===== src/rtl/alu_exec_stage_if.sv =====
// Handshake bundle between issue/decode, the execute stage, and writeback/branch logic.
// The slave modport is the execute stage's view; master is the surrounding pipeline's view.
interface alu_exec_stage_if #(
    parameter int DATA_WIDTH = 32,
    parameter int TAG_WIDTH  = 5,
    parameter int CNT_WIDTH  = 32
);
    logic                  in_valid;
    logic                  in_ready;
    logic [3:0]            ALU_Control;
    logic [DATA_WIDTH-1:0] operand_A;
    logic [DATA_WIDTH-1:0] operand_B;
    logic [TAG_WIDTH-1:0]  in_tag;
    logic                  out_valid;
    logic                  out_ready;
    logic [DATA_WIDTH-1:0] ALU_result;
    logic                  zero;
    logic [TAG_WIDTH-1:0]  out_tag;
    logic [CNT_WIDTH-1:0]  ops_completed;

    modport slave (
        input  in_valid, ALU_Control, operand_A, operand_B, in_tag, out_ready,
        output in_ready, out_valid, ALU_result, zero, out_tag, ops_completed
    );

    modport master (
        output in_valid, ALU_Control, operand_A, operand_B, in_tag, out_ready,
        input  in_ready, out_valid, ALU_result, zero, out_tag, ops_completed
    );
endinterface


===== src/rtl/alu_exec_stage.sv =====
// Two-slot execute stage: EX register feeds the ALU, WB register holds result/zero/tag
// for the writeback handshake. Fixed 2-cycle latency, full throughput, in order.
module alu_exec_stage #(
    parameter int DATA_WIDTH = 32,
    parameter int TAG_WIDTH  = 5,
    parameter int CNT_WIDTH  = 32
) (
    input logic             clock,
    input logic             reset,
    alu_exec_stage_if.slave bus
);
    localparam logic [3:0] OP_AND = 4'b0000;
    localparam logic [3:0] OP_OR  = 4'b0001;
    localparam logic [3:0] OP_ADD = 4'b0010;
    localparam logic [3:0] OP_SUB = 4'b0110;
    localparam logic [3:0] OP_SLT = 4'b0111;
    localparam logic [3:0] OP_NOR = 4'b1100;

    logic                  ex_valid_q, ex_valid_d;
    logic [3:0]            ex_ctrl_q, ex_ctrl_d;
    logic [DATA_WIDTH-1:0] ex_a_q, ex_a_d;
    logic [DATA_WIDTH-1:0] ex_b_q, ex_b_d;
    logic [TAG_WIDTH-1:0]  ex_tag_q, ex_tag_d;

    logic                  wb_valid_q, wb_valid_d;
    logic [DATA_WIDTH-1:0] wb_res_q, wb_res_d;
    logic                  wb_zero_q, wb_zero_d;
    logic [TAG_WIDTH-1:0]  wb_tag_q, wb_tag_d;

    logic [CNT_WIDTH-1:0]  cnt_q, cnt_d;

    logic                  wb_adv;
    logic                  in_rdy;
    logic                  accept;
    logic [DATA_WIDTH-1:0] alu_res;
    logic                  alu_zero;

    // Undefined control codes yield 0, so the zero flag reads 1 for them.
    function automatic logic [DATA_WIDTH-1:0] alu_f(input logic [3:0]            ctrl,
                                                    input logic [DATA_WIDTH-1:0] a,
                                                    input logic [DATA_WIDTH-1:0] b);
        logic signed [DATA_WIDTH-1:0] sa;
        logic signed [DATA_WIDTH-1:0] sb;
        sa = a;
        sb = b;
        case (ctrl)
            OP_AND:  return a & b;
            OP_OR:   return a | b;
            OP_ADD:  return a + b;
            OP_SUB:  return a - b;
            OP_SLT:  return (sa < sb) ? DATA_WIDTH'(1) : '0;
            OP_NOR:  return ~(a | b);
            default: return '0;
        endcase
    endfunction

    always_comb begin
        alu_res  = alu_f(ex_ctrl_q, ex_a_q, ex_b_q);
        alu_zero = (alu_res == '0);
        wb_adv   = !wb_valid_q || bus.out_ready;
        in_rdy   = !ex_valid_q || wb_adv;
        accept   = bus.in_valid && in_rdy;
    end

    always_comb begin
        ex_valid_d = ex_valid_q;
        ex_ctrl_d  = ex_ctrl_q;
        ex_a_d     = ex_a_q;
        ex_b_d     = ex_b_q;
        ex_tag_d   = ex_tag_q;
        wb_valid_d = wb_valid_q;
        wb_res_d   = wb_res_q;
        wb_zero_d  = wb_zero_q;
        wb_tag_d   = wb_tag_q;
        cnt_d      = cnt_q;

        // EX slot: load on accept, otherwise drain when WB takes its contents
        if (accept) begin
            ex_valid_d = 1'b1;
            ex_ctrl_d  = bus.ALU_Control;
            ex_a_d     = bus.operand_A;
            ex_b_d     = bus.operand_B;
            ex_tag_d   = bus.in_tag;
        end else if (wb_adv) begin
            ex_valid_d = 1'b0;
        end

        // WB slot: a bubble only clears valid, data keeps its last value
        if (wb_adv) begin
            wb_valid_d = ex_valid_q;
            if (ex_valid_q) begin
                wb_res_d  = alu_res;
                wb_zero_d = alu_zero;
                wb_tag_d  = ex_tag_q;
            end
        end

        if (wb_valid_q && bus.out_ready) begin
            cnt_d = cnt_q + {{(CNT_WIDTH-1){1'b0}}, 1'b1};
        end
    end

    always_ff @(posedge clock or negedge reset) begin
        if (!reset) begin
            ex_valid_q <= 1'b0;
            ex_ctrl_q  <= '0;
            ex_a_q     <= '0;
            ex_b_q     <= '0;
            ex_tag_q   <= '0;
            wb_valid_q <= 1'b0;
            wb_res_q   <= '0;
            wb_zero_q  <= 1'b0;
            wb_tag_q   <= '0;
            cnt_q      <= '0;
        end else begin
            ex_valid_q <= ex_valid_d;
            ex_ctrl_q  <= ex_ctrl_d;
            ex_a_q     <= ex_a_d;
            ex_b_q     <= ex_b_d;
            ex_tag_q   <= ex_tag_d;
            wb_valid_q <= wb_valid_d;
            wb_res_q   <= wb_res_d;
            wb_zero_q  <= wb_zero_d;
            wb_tag_q   <= wb_tag_d;
            cnt_q      <= cnt_d;
        end
    end

    assign bus.in_ready      = in_rdy;
    assign bus.out_valid     = wb_valid_q;
    assign bus.ALU_result    = wb_res_q;
    assign bus.zero          = wb_zero_q;
    assign bus.out_tag       = wb_tag_q;
    assign bus.ops_completed = cnt_q;
endmodule


===== src/flat_wrapper.sv =====
// flat-port wrapper written by rule: the top's interface ports become plain ports
module alu_exec_stage_flat 
#(
    parameter int DATA_WIDTH = 32,
    parameter int TAG_WIDTH  = 5,
    parameter int CNT_WIDTH  = 32
)
  (clock, reset, bus_in_valid, bus_ALU_Control, bus_operand_A, bus_operand_B, bus_in_tag, bus_out_ready, bus_in_ready, bus_out_valid, bus_ALU_result, bus_zero, bus_out_tag, bus_ops_completed);
  alu_exec_stage_if #(.DATA_WIDTH(DATA_WIDTH), .TAG_WIDTH(TAG_WIDTH), .CNT_WIDTH(CNT_WIDTH)) bus_i ();
  input logic clock;
  input logic reset;
  input wire logic [$bits(bus_i.in_valid)-1:0] bus_in_valid;
  input wire logic [$bits(bus_i.ALU_Control)-1:0] bus_ALU_Control;
  input wire logic [$bits(bus_i.operand_A)-1:0] bus_operand_A;
  input wire logic [$bits(bus_i.operand_B)-1:0] bus_operand_B;
  input wire logic [$bits(bus_i.in_tag)-1:0] bus_in_tag;
  input wire logic [$bits(bus_i.out_ready)-1:0] bus_out_ready;
  output wire logic [$bits(bus_i.in_ready)-1:0] bus_in_ready;
  output wire logic [$bits(bus_i.out_valid)-1:0] bus_out_valid;
  output wire logic [$bits(bus_i.ALU_result)-1:0] bus_ALU_result;
  output wire logic [$bits(bus_i.zero)-1:0] bus_zero;
  output wire logic [$bits(bus_i.out_tag)-1:0] bus_out_tag;
  output wire logic [$bits(bus_i.ops_completed)-1:0] bus_ops_completed;
  assign bus_i.in_valid = bus_in_valid;
  assign bus_i.ALU_Control = bus_ALU_Control;
  assign bus_i.operand_A = bus_operand_A;
  assign bus_i.operand_B = bus_operand_B;
  assign bus_i.in_tag = bus_in_tag;
  assign bus_i.out_ready = bus_out_ready;
  assign bus_in_ready = bus_i.in_ready;
  assign bus_out_valid = bus_i.out_valid;
  assign bus_ALU_result = bus_i.ALU_result;
  assign bus_zero = bus_i.zero;
  assign bus_out_tag = bus_i.out_tag;
  assign bus_ops_completed = bus_i.ops_completed;
  alu_exec_stage #(.DATA_WIDTH(DATA_WIDTH), .TAG_WIDTH(TAG_WIDTH), .CNT_WIDTH(CNT_WIDTH)) u_core (.clock(clock), .reset(reset), .bus(bus_i));
endmodule

===== config.mk =====
export PLATFORM = sky130hd
export DESIGN_NAME = alu_exec_stage_flat
export DESIGN_NICKNAME = d
export VERILOG_FILES = /design/src/rtl/alu_exec_stage_if.sv /design/src/rtl/alu_exec_stage.sv /design/src/flat_wrapper.sv
export SDC_FILE = /design/constraint.sdc
export NUM_CORES = 1
export LEC_CHECK = 0
export CAP_MARGIN = 20
export CELL_PAD_IN_SITES_DETAIL_PLACEMENT = 0
export CELL_PAD_IN_SITES_GLOBAL_PLACEMENT = 1
export CORE_ASPECT_RATIO = 1.75
export CORE_UTILIZATION = 39
export CTS_BUF_LIST = sky130_fd_sc_hd__clkbuf_2 sky130_fd_sc_hd__clkbuf_4 sky130_fd_sc_hd__clkbuf_8
export DETAILED_ROUTE_END_ITERATION = 8
export GPL_TIMING_DRIVEN = 0
export MAX_ROUTING_LAYER = met4
export PLACE_DENSITY_LB_ADDON = 0.1
export REMOVE_ABC_BUFFERS = 1
export SLEW_MARGIN = 20
export SYNTH_ARGS = -nofsm -noshare
export SYNTH_HDL_FRONTEND = slang
export SYNTH_SLANG_ARGS = --single-unit

===== constraint.sdc =====
create_clock -name clock -period 3.2 [get_ports clock]
set_input_delay 0.32 -clock clock [delete_from_list [all_inputs] [get_ports clock]]
set_output_delay 0.32 -clock clock [all_outputs]
set_load 0.02 [all_outputs]

# == Yosys cells after proc, flatten, opt, wreduce, memory -nomap -nowiden ==
# Cells that the tools add are included.
# op_classes
n_addsub,3
magnitude_cmp,1
eq_ne,5
mux,4
n_bitwise,3
n_reduce_logical,10
# ops
operator,count
$pmux 32 s6,1
$add 32x1->32 const B,1
$add 32x32->32,1
$and 32x32->32,1
$logic_not 32->1,1
$lt 32x32->1,1
$not 32->32,1
$or 32x32->32,1
$sub 32x32->32,1
$eq 4x3->1 const B,2
$eq 4x1->1 const B,1
$eq 4x2->1 const B,1
$eq 4x4->1 const B,1
$logic_not 4->1,1
$mux 1,3
$logic_and 1x1->1,2
$logic_not 1->1,2
$logic_or 1x1->1,2
$reduce_and 2->1,1
$reduce_bool 2->1,1
# word_totals
register_bits,145
elab_cells,36

# == Depth between registers and ports, before layout ==
# logic_depth
word_depth,5
depth_mapped,14

# == Least setup slack after synthesis ==
# OpenSTA, ideal clock, no wires.
# synth_path
path_type,flip-flop to flip-flop
from,reg u_core.ex_b_q[0]
to,"reg u_core.wb_zero_q, in the netlist u_core.bus.zero"
setup_ps,92
t_arrival_ps,3229
t_required_ps,3108
slack_ps,-121
path_stages_with_launch,14
path_buffers,0
cell_sequence,dfrtp_1 ha_1 fa_1 o21bai_1 nand2_1 a2111oi_4 o31ai_2 a21oi_2 nor2_1 o31ai_2 mux2i_1 a211o_1 or3_1 o31ai_2
# synth_via
elab_chain_cells,4
word_cells_on_any_way,9
classes_between,add/sub (2); order compare (1); mux (2); bitwise (3); reduce/logical (1)
# synth_lines
element,line_no,rtl
start: declaration,alu_exec_stage.sv:22,"logic [DATA_WIDTH-1:0] ex_b_q, ex_b_d;"
start signal: assignment,alu_exec_stage.sv:108,ex_b_q <= '0;
start signal: assignment,alu_exec_stage.sv:119,ex_b_q <= ex_b_d;
$lt 32x32->1 or $or 32x32->32 (tied branches),"alu_exec_stage.sv:51, alu_exec_stage.sv:48, alu_exec_stage.sv:52",
$mux 1 or $not 32->32 (tied branches),"alu_exec_stage.sv:51, alu_exec_stage.sv:52",
$pmux 32 s6 *,alu_exec_stage.sv:46,case (ctrl)
$logic_not 32->1 *,alu_exec_stage.sv:59,alu_zero = (alu_res == '0);
end signal: assignment,alu_exec_stage.sv:123,wb_zero_q <= wb_zero_d;
end: declaration,alu_exec_stage.sv:27,"logic wb_zero_q, wb_zero_d;"
# Every way passes the cells marked *; elsewhere a longest branch is shown, timed or not.
# A chain may end at the register's enable or synchronous reset.

# == Worst setup path in the final report ==
# Same ends and word-level chain as after synthesis.

==> flow_summary.yaml <==
floorplanning:
  rows: 82
  die_h_um: 228
  top_level_ports: 149
  coreArea_mm2: 0.0286
  die_area_mm2: 0.0299
  initial_core_util_pct: 39.7
  die_w_um: 131
power:
  p_total_mw: 9.10
  irDropWorstVdd_mv: 0.326
  power_density_mw_per_mm2: 600
  leakagePower_nw: 6.33
setup_path:
  cp_cell_sequence: "ha_4, inv_2, fa_2, nor2b_4, o2111ai_4, a21oi_4, o41a_1, buf_6, a31oi_4, o21bai_2, a311o_1, mux2i_2, o21ai_1, or3_1, o31ai_2"
  crit_buf_inv: 2
  cp_max_fo: 4
  rrSetupSlack_ps: -620
  max_stage_delay_ps: 460
  arrival_ps: 4230
  cp.required_ps: 3610
  path_class: "flip-flop to flip-flop"
  worstSetupEndpointType: "flip-flop"
  cp-start-kind: "flip-flop"
  cp_slowest_cell: "dfrtp_2"
  cp_top_family: "compound AO/OA/AOI/OAI gates"
routing:
  remaining_drc_errors: 0
  drt_iter0_markers: 590
  drt_wl_total_um: 40400
  drt_pass1_iterations: 5
  antenna_left: 0
  wl_per_cell_um: 21.7
  viasPerCell: 5.88
  vias: 10930
synth:
  ys_seq_elements: 145
  yosysMostFrequentCell: "dfrtp_1"
  syn_area_per_cell_um2: 8.76
  synth_edf_count: 0
  syn-instance-count: 1298
  async_flop_share_pct: 100
  ys.flop_type: "dfrtp_1"
  seq_area_frac_synth_pct: 31.9
  synth_area_leaders: "dfrtp_1 (32%), ha_1 (12%), mux2_2 (7.7%)"
  synth_top_area_cell: "dfrtp_1"
  yosysUniqueCellTypes: 89
  yosys_warnings: 0
  synth_top_area_share_pct: 31.9
  netlist_area_mm2: 0.0114
  ys_top_cells_by_count: "dfrtp_1 (145), nand2_1 (119), ha_1 (107)"
cells_and_area:
  final_nets: 1655
  utilization_pct: 53.0
  finalNonFillerCells: 1860
  drive_gt1_share_pct: 24.2
  num_antenna_cells: 0
  nFillCells: 2675
  syn2layout_area_growth_pct: 33.4
  design_area_mm2: 0.0152
run_status:
  outcome: "finished, violations left"
  violations: "negative setup slack"
placement:
  placedCellCount: 1764
  placed_area_mm2: 0.0133
  gp_congestion: 0.908
  io_buffers: 148
  hpwl_um: 28200
  dp_slack_ps: -1810
global_routing:
  antenna_found_initial: 0
  grt_pass1_vias: 11200
  grt_pass1_wl_um: 62100
  overflow: 0
  track_usage_pct: 28.6
  grt_max_degree: 81
timing:
  drv_slew: 0
  fin_tns_setup_ps: -1660
  rsz0062_at_grt: "true"
  worst_pin_slew_ps: 842
  setup_slack_ps: -621
  period_needed_ps: 3820
  hold_violations: 0
  hold-worst-slack_ps: 356
  setup_violations: 8
  finalCritPeriodShare_pct: 119
  fmax_mhz: 262
  fin_skew_ps: 18.5
  slew_headroom_pct: 43.1
cts:
  clkTransAtPathRegs_ps: 100
  cts_sinks: 145
  cts_tree: "done"
  cts_htree_levels: 4
  worst_skew_pair.late_latency_ps: 500
  cts_root_buf: "clkbuf_8"
  cts_buffers: 17
  clockBufferDepth: 2
run:
  cap_viol_max_count: 0
min_path:
  hp-class: "input port to asynchronous set/reset pin"
cell type report:
| type | instances | area [µm²] | share of cell area (%) |
|---|---|---|---|
| Timing Repair Buffer | 220 | 2180 | 14.4 |
| Inverter | 92 | 352 | 2.32 |
| Multi-Input combinational cell | 992 | 8090 | 53.4 |
| Timing Repair inverter | 1 | 5.00 | 0.0330 |
| Clock buffer | 18 | 241 | 1.59 |
| Tap cell | 378 | 473 | 3.12 |
| Sequential cell | 145 | 3640 | 24.0 |
| Clock inverter | 14 | 180 | 1.19 |
registers in the layout, indices dropped and copies added, names as in the netlist:
signal / flops
u_core.bus.ALU_result: 32
u_core.bus.ops_completed: 32
u_core.ex_valid_q: 1
u_core.ex_a_q: 32
u_core.ex_tag_q: 5
u_core.ex_b_q: 32
u_core.ex_ctrl_q: 4
u_core.bus.out_valid: 1
u_core.bus.zero: 1
u_core.bus.out_tag: 5
placed cells by master (no fill, tap or decap), drive strengths merged, types with 14 or more instances in the layout:
cell type        n
nand3           44
clkbuf          18
clkdlybuf4s50  147
nor4            15
a22oi           23
nor2            92
inv             94
nand2b          14
o21ai           65
a21oi           78
dfrtp          145
a21o            14
mux2            78
nand2          119
xnor2           23
nor3            27
buf             72
ha             107
o21bai          14
o22ai           20
final timing paths:
path / from / endpoint / cells after the start
worst max-delay path: u_core.ex_b_q[0] / u_core.bus.zero / 15
worst min-delay path: reset / u_core.ex_b_q[22] / 2
worst max register to register: u_core.ex_b_q[0] / u_core.bus.zero / 15
worst min register to register: u_core.ex_tag_q[1] / u_core.bus.out_tag[1] / 2
max in group asynchronous: reset / u_core.ex_b_q[4] / 3
min in group clock: bus_operand_B[28] / u_core.ex_b_q[28] / 2
worst reg2reg max path, stage by stage (launching register included):
cell and delay, ps:
dfrtp_2 460, ha_4 180, inv_2 60, fa_2 230, nor2b_4 60, o2111ai_4 330, a21oi_4 120, o41a_1 430
buf_6 150, a31oi_4 210, o21bai_2 170, a311o_1 400, mux2i_2 230, o21ai_1 120, or3_1 380, o31ai_2 220
where the power goes:
group          internal [mW]  switching [mW]
clock                  0.789           0.795
combinational           2.12            2.87
sequential              2.17           0.357
total                   5.08            4.02
kinds of logic after synthesis:
| logic type | after synthesis | share of synthesized area, % |
|---|---|---|
| simple gates | 397 | 17.1 |
| fa+ha+maj | 109 | 12.1 |
| buf+inv | 164 | 5.56 |
| xor+xnor | 32 | 2.46 |
| flops | 145 | 31.9 |
| mux | 82 | 8.08 |
| compound gates | 369 | 22.8 |
routing by layer:
layer / vias up / track usage, % / wire (µm)
met5: - / - / 0
met4: 0 / 18.2 / 2460
met3: 143 / 4.32 / 1730
met2: 401 / 49.6 / 21100
met1: 5343 / 29.6 / 15100
li1: 5043 / - / -
repair_timing:
action,4_1_cts,5_1_grt
hold endpoints to repair,65,0
pin swaps,47,39
endpoints found under the setup margin,22,10
setup buffers,45,14
hold buffers,1,0
gates resized for setup,146,48
cloned,3,1
Power figures use the tool's default switching activity.
